<file path="src/rtl/ov7670_stream_source.sv">
// Synthetic OV7670 camera stream: vsync/href/data waveform carrying a luma test pattern.
// Optional per-frame byte checksum on frame_sum when OV_STREAM_CHECKSUM_EN is defined.
module ov7670_stream_source #(
    parameter int H_ACTIVE    = 160,
    parameter int V_ACTIVE    = 120,
    parameter int H_BLANK     = 16,
    parameter int VSYNC_LINES = 3,
    parameter int V_BACK      = 17,
    parameter int V_FRONT     = 10
) (
    input  logic        clk,
    input  logic        rst_n,
    input  logic        start,
    input  logic        continuous,
    input  logic [1:0]  pattern_sel,
    output logic        ov_vsync,
    output logic        ov_href,
    output logic [7:0]  ov_data,
    output logic        busy,
    output logic        frame_done,
    output logic [15:0] frame_sum
);

    localparam int LINE_LEN = 2 * H_ACTIVE + H_BLANK;
    localparam int CW       = $clog2(LINE_LEN);
    localparam int VMAX1    = (VSYNC_LINES > V_BACK) ? VSYNC_LINES : V_BACK;
    localparam int VMAX2    = (V_ACTIVE > V_FRONT) ? V_ACTIVE : V_FRONT;
    localparam int VMAX     = (VMAX1 > VMAX2) ? VMAX1 : VMAX2;
    localparam int LW       = $clog2(VMAX + 1);

    localparam logic [CW-1:0] COL_LAST = CW'(LINE_LEN - 1);
    localparam logic [CW-1:0] HREF_END = CW'(2 * H_ACTIVE);

    typedef enum logic [2:0] {
        ST_IDLE   = 3'd0,
        ST_VSYNC  = 3'd1,
        ST_VBACK  = 3'd2,
        ST_ACTIVE = 3'd3,
        ST_VFRONT = 3'd4
    } state_t;

    state_t          state_r, state_s;
    logic [CW-1:0]   col_r, col_s;
    logic [LW-1:0]   line_r, line_s, line_last_s;
    logic [1:0]      pattern_r;
    logic            frame_start_s, frame_end_s;
    logic [7:0]      x_s, y_s, luma_s, data_s;
    logic            vsync_s, href_s, busy_s;

    // Last line index of the current vertical region.
    always_comb begin
        line_last_s = {LW{1'b0}};
        case (state_r)
            ST_VSYNC:  line_last_s = LW'(VSYNC_LINES - 1);
            ST_VBACK:  line_last_s = LW'(V_BACK - 1);
            ST_ACTIVE: line_last_s = LW'(V_ACTIVE - 1);
            ST_VFRONT: line_last_s = LW'(V_FRONT - 1);
            default:   line_last_s = {LW{1'b0}};
        endcase
    end

    // Next-state and counter sweep; region changes only at the last column of the last line.
    always_comb begin
        state_s       = state_r;
        col_s         = col_r;
        line_s        = line_r;
        frame_start_s = 1'b0;
        frame_end_s   = 1'b0;
        case (state_r)
            ST_IDLE: begin
                col_s  = {CW{1'b0}};
                line_s = {LW{1'b0}};
                if (start || continuous) begin
                    state_s       = ST_VSYNC;
                    frame_start_s = 1'b1;
                end else begin
                    state_s = ST_IDLE;
                end
            end
            ST_VSYNC, ST_VBACK, ST_ACTIVE, ST_VFRONT: begin
                if (col_r == COL_LAST) begin
                    col_s = {CW{1'b0}};
                    if (line_r == line_last_s) begin
                        line_s = {LW{1'b0}};
                        case (state_r)
                            ST_VSYNC:  state_s = ST_VBACK;
                            ST_VBACK:  state_s = ST_ACTIVE;
                            ST_ACTIVE: state_s = ST_VFRONT;
                            ST_VFRONT: begin
                                frame_end_s = 1'b1;
                                if (continuous) begin
                                    state_s       = ST_VSYNC;
                                    frame_start_s = 1'b1;
                                end else begin
                                    state_s = ST_IDLE;
                                end
                            end
                            default:   state_s = ST_IDLE;
                        endcase
                    end else begin
                        line_s = line_r + LW'(1);
                    end
                end else begin
                    col_s = col_r + CW'(1);
                end
            end
            default: begin
                state_s = ST_IDLE;
                col_s   = {CW{1'b0}};
                line_s  = {LW{1'b0}};
            end
        endcase
    end

    // Output decode from the next position so the registered outputs line up with the state.
    always_comb begin
        x_s = 8'(col_s >> 1);
        y_s = 8'(line_s);
        case (pattern_r)
            2'd0:    luma_s = 8'h80;
            2'd1:    luma_s = x_s;
            2'd2:    luma_s = (x_s[3] ^ y_s[3]) ? 8'hFF : 8'h00;
            2'd3:    luma_s = y_s;
            default: luma_s = 8'h80;
        endcase
        vsync_s = (state_s == ST_VSYNC);
        href_s  = (state_s == ST_ACTIVE) && (col_s < HREF_END);
        busy_s  = (state_s != ST_IDLE);
        if (!href_s) begin
            data_s = 8'h00;
        end else if (col_s[0]) begin
            data_s = 8'h80;
        end else begin
            data_s = luma_s;
        end
    end

    // State, counters, latched pattern and registered stream outputs.
    always_ff @(posedge clk) begin
        if (!rst_n) begin
            state_r    <= ST_IDLE;
            col_r      <= {CW{1'b0}};
            line_r     <= {LW{1'b0}};
            pattern_r  <= 2'd0;
            ov_vsync   <= 1'b0;
            ov_href    <= 1'b0;
            ov_data    <= 8'h00;
            busy       <= 1'b0;
            frame_done <= 1'b0;
        end else begin
            state_r    <= state_s;
            col_r      <= col_s;
            line_r     <= line_s;
            ov_vsync   <= vsync_s;
            ov_href    <= href_s;
            ov_data    <= data_s;
            busy       <= busy_s;
            frame_done <= frame_end_s;
            if (frame_start_s) begin
                pattern_r <= pattern_sel;
            end
        end
    end

`ifdef OV_STREAM_CHECKSUM_EN
    logic [15:0] acc_r;
    logic [15:0] frame_sum_r;

    // Sum of emitted href-high bytes; published when the frame completes.
    always_ff @(posedge clk) begin
        if (!rst_n) begin
            acc_r       <= 16'h0000;
            frame_sum_r <= 16'h0000;
        end else begin
            if (frame_end_s) begin
                frame_sum_r <= acc_r;
            end
            if (frame_start_s) begin
                acc_r <= 16'h0000;
            end else if (ov_href) begin
                acc_r <= acc_r + {8'h00, ov_data};
            end
        end
    end

    assign frame_sum = frame_sum_r;
`else
    assign frame_sum = 16'h0000;
`endif

endmodule
</file>
<file path="config.mk">
export PLATFORM = sky130hd
export DESIGN_NAME = ov7670_stream_source
export DESIGN_NICKNAME = d
export VERILOG_FILES = /design/src/rtl/ov7670_stream_source.sv
export SDC_FILE = /design/constraint.sdc
export NUM_CORES = 1
export LEC_CHECK = 0
export BUFFER_PORTS_ARGS = -buffer_cell sky130_fd_sc_hd__buf_4
export CORE_MARGIN = 1.5
export CORE_UTILIZATION = 56
export DETAILED_ROUTE_END_ITERATION = 16
export HOLD_SLACK_MARGIN = 0.05
export PLACE_DENSITY_LB_ADDON = 0.05
export SLEW_MARGIN = 20
export SYNTH_ARGS = -nofsm -noshare
export SYNTH_HDL_FRONTEND = slang
export SYNTH_SLANG_ARGS = --single-unit
</file>
<file path="constraint.sdc">
create_clock -name clk -period 3 [get_ports clk]
set_input_delay 0.15 -clock clk [delete_from_list [all_inputs] [get_ports clk]]
set_output_delay 0.15 -clock clk [all_outputs]
set_load 0.01 [all_outputs]
</file>
==> impl_results.md <==
- Power density over the cells: ~450 nW/µm²
- R2R Setup Slk: around 360 ps
- Fmax: approximately 0.38 GHz
- Synth Area in Compound Gates: 0.177
- Synth Area per Inst: between 8 and 9 µm²
- Pins Over Slew Limit: 0
- Placed cell count: about 290
- Synth unique cells: 62
- Synth top cells by count: dfxtp_1 (33), nor2_1 (25), buf_4 (18), nand2_1 (11), a21oi_1 (10)
- Post-synthesis mux area share: 0.0206
- Slew headroom: 0.587
- Post-synth ARST share: 0
- WL final: slightly above 4000 µm
- Adder-Cell Fraction of Synth Area: 0.0121
- RR Endpoint: ov_vsync$_SDFF_PN0_
- Sequential area share after synthesis: 0.320
- Number of enable flip-flop cells after synthesis: 0
- Post-Syn Instances: around 230
- Max IR drop VDD: ~0.33 mV
- HP Start: rst_n
- Vias/cell: about 5.6
- Hold Path End: col_r[2]$_SDFF_PN0_
- Unrepaired setup endpoints after global routing: no
- Gr ovfl total: 0
- Worst slew pin tran: roughly 600 ps
- Initial antenna violation count: 0
- Boundary Pins: 34
- Routed wire length per instance: 14.1 µm
- Number of I/O port buffers: 17
- R2R depth: 7
- Row count: 21
- Fill cell total of the finished layout: between 300 and 400
- Ratio of cells with drive above 1 in the final layout: 0.218
- CP required: about 3200 ps
- Starting Density: 0.601
- Util after Layout: 0.662
- Crit-path max FO: 16
- Cts repair resizes: 0
- Top cell type's share of synthesized area: 0.320
- Tmin final: around 2600 ps
- Hold Crit Depth: 3
- Arr. time, crit path: between 2000 and 3000 ps
- CORE AREA: 3440 µm²
- Max Used Layer: met4
- Via count: ~1700
- Worst Skew: ~3.8 ps
- Synth Flop Type: dfxtp_1
- Most frequent cell after synthesis: dfxtp_1
- Post-CTS setup buffers: 0
- RD Place Congestion: 0.960
- Clk pin slew, worst setup/hold paths: 70 ps
- Root Buffer: clkbuf_8
- P_leak: about 0.84 nW
- Post-route cell area: roughly 2300 µm²
- Worst Hold Class: input port to flip-flop
- Num CTS Buffers: 5
- H-tree levels: 2
- Inserted Diodes: 0
- Cell area after placement: between 2000 and 2500 µm²
- Die area: approximately 4100 µm²
- Top post-synthesis cells by area: dfxtp_1 (32%), buf_4 (6.5%), nor2_1 (4.5%)
- # setup viols final: 0
- Reg2reg start: state_r[2]$_SDFF_PN0_
- FF+latch count, synth: 33
- Critical Path End Type: flip-flop
- Multi-input gate area: ~1300 µm²
- Nets: roughly 260
- DR iter-0 viols: 93
- Setup TNS: 0 ps
- Synth-to-layout area growth: 10.2%
- Detailed placer's ending HPWL: 3160 µm
- Met3 Routed Length: about 200 µm
- Post-Syn Area: between 2000 and 2500 µm²
- Yosys warnings: 0
- Critical path class: flip-flop to flip-flop
- Die W: approximately 64 µm
- Final Non-Filler Cells: 294
- Synth area leader: dfxtp_1
- Largest family of logic cells by synthesized area: simple AND/OR/NAND/NOR gates
- First-pass GRT wire length: approximately 7300 µm
- Hold Buf Count CTS: 0
- CTS Buffer Depth: 2
- Post-Synth XOR/XNOR Area: 0.0678
- Residual DRC: 0
- Metal-1 WL: approximately 2000 µm
- Clk Latency, worst-skew pair: about 290 ps
- Largest net degree at the start of global routing: 18
- Die height: between 60 and 70 µm
- Register area: between 600 and 700 µm²
- CTS tree: yes
- Post-route ant nets: 0
- CTS Sinks: 33
- Drt pass-1 iters: 4
- Simple-gate share of the synthesized area: 0.309
- Status: finished, final reports clean
- Crit path launch type: flip-flop
- Total GRT Usage: 0.231
- Final-report hold violation count: 0
- Routed wl met2: 1810 µm
- Vias in the first global route: ~1500
- Max cap viols: 0
- Tcrit/Tclk final: 0.881
==> placed cells by master (no fill, tap or decap), types with 3 or more instances in the layout <==
| cell | count |
|---|---|
| xnor2_1 | 9 |
| o21ai_1 | 4 |
| a21oi_2 | 3 |
| a31o_2 | 3 |
| nor2b_1 | 5 |
| nand2_1 | 11 |
| nand3_1 | 6 |
| o21a_1 | 3 |
| and3_1 | 6 |
| nand4_1 | 6 |
| and4bb_2 | 4 |
| o21ai_0 | 9 |
| conb_1 | 16 |
| clkbuf_8 | 5 |
| xor2_1 | 7 |
| nor3_1 | 4 |
| buf_4 | 18 |
| inv_1 | 5 |
| a21oi_1 | 10 |
| nand2b_1 | 7 |
| nor2_1 | 25 |
| dfxtp_1 | 33 |
==> state kept, by name, indices dropped and copies added, names as in the netlist <==
register	cells
busy	1
col_r	9
frame_done	1
line_r	7
ov_data	8
ov_href	1
ov_vsync	1
pattern_r	2
state_r	3
==> layer usage <==
layer / vias to the layer above / global-route usage
li1: 822 / -
met3: 14 / 0.0563
met5: - / 0
met1: 771 / 0.301
met2: 54 / 0.350
met4: 0 / 0.128
==> per-stage QoR <==
step,hold slack [ps],total power [mW],worst slack [ps]
2_1_floorplan,295,0.545,951
3_3_place_gp,463,0.547,563
3_5_place_dp,470,0.551,404
4_1_cts,164,1.04,384
5_1_grt,207,1.07,143
6_report,174,1.03,356
==> area by class of cell <==
cell class,instances,area share
well taps,46,0.0253
flip-flops and latches,33,0.290
inverters,5,0.00824
clock inverters,3,0.0286
repair buffers,18,0.0593
multi-input cells,184,0.558
clock buffers,5,0.0302
==> kinds of logic (layout without fill, tap and decap cells) <==
logic type | Yosys count | in the layout
buf+inv | 30 | 31
fa+ha+maj | 2 | 2
flops | 33 | 33
compound gates | 48 | 48
xor+xnor | 16 | 16
simple gates | 98 | 98
other cells | 1 | 16
mux | 4 | 4
==> critical path: stages (launching register included) <==
cell and delay, ps:
dfxtp_1 650, and4bb_2 310, nor2_1 60, o311ai_4 370
nand4b_2 430, mux2_2 450, and2_4 180, o21a_1 90
==> power breakdown <==
part / internal (mW) / switching, mW
registers: 0.445 / 0.0104
logic: 0.0339 / 0.0520
clock network: 0.330 / 0.163
==> how the worst max path moves through the flow <==
stage                          start                     to  cells after the start
2_1_floorplan    col_r[0]$_SDFF_PN0_  ov_data[1]$_SDFF_PP0_                      8
3_3_place_gp   state_r[0]$_SDFF_PN0_    ov_vsync$_SDFF_PN0_                      7
3_5_place_dp   state_r[2]$_SDFF_PN0_    ov_vsync$_SDFF_PN0_                      7
4_1_cts        state_r[2]$_SDFF_PN0_  ov_data[7]$_SDFF_PN0_                      7
5_1_grt        state_r[0]$_SDFF_PN0_  ov_data[4]$_SDFF_PP0_                      7
6_report       state_r[2]$_SDFF_PN0_    ov_vsync$_SDFF_PN0_                      7
No activity file was read; power rests on OpenSTA's default activity.
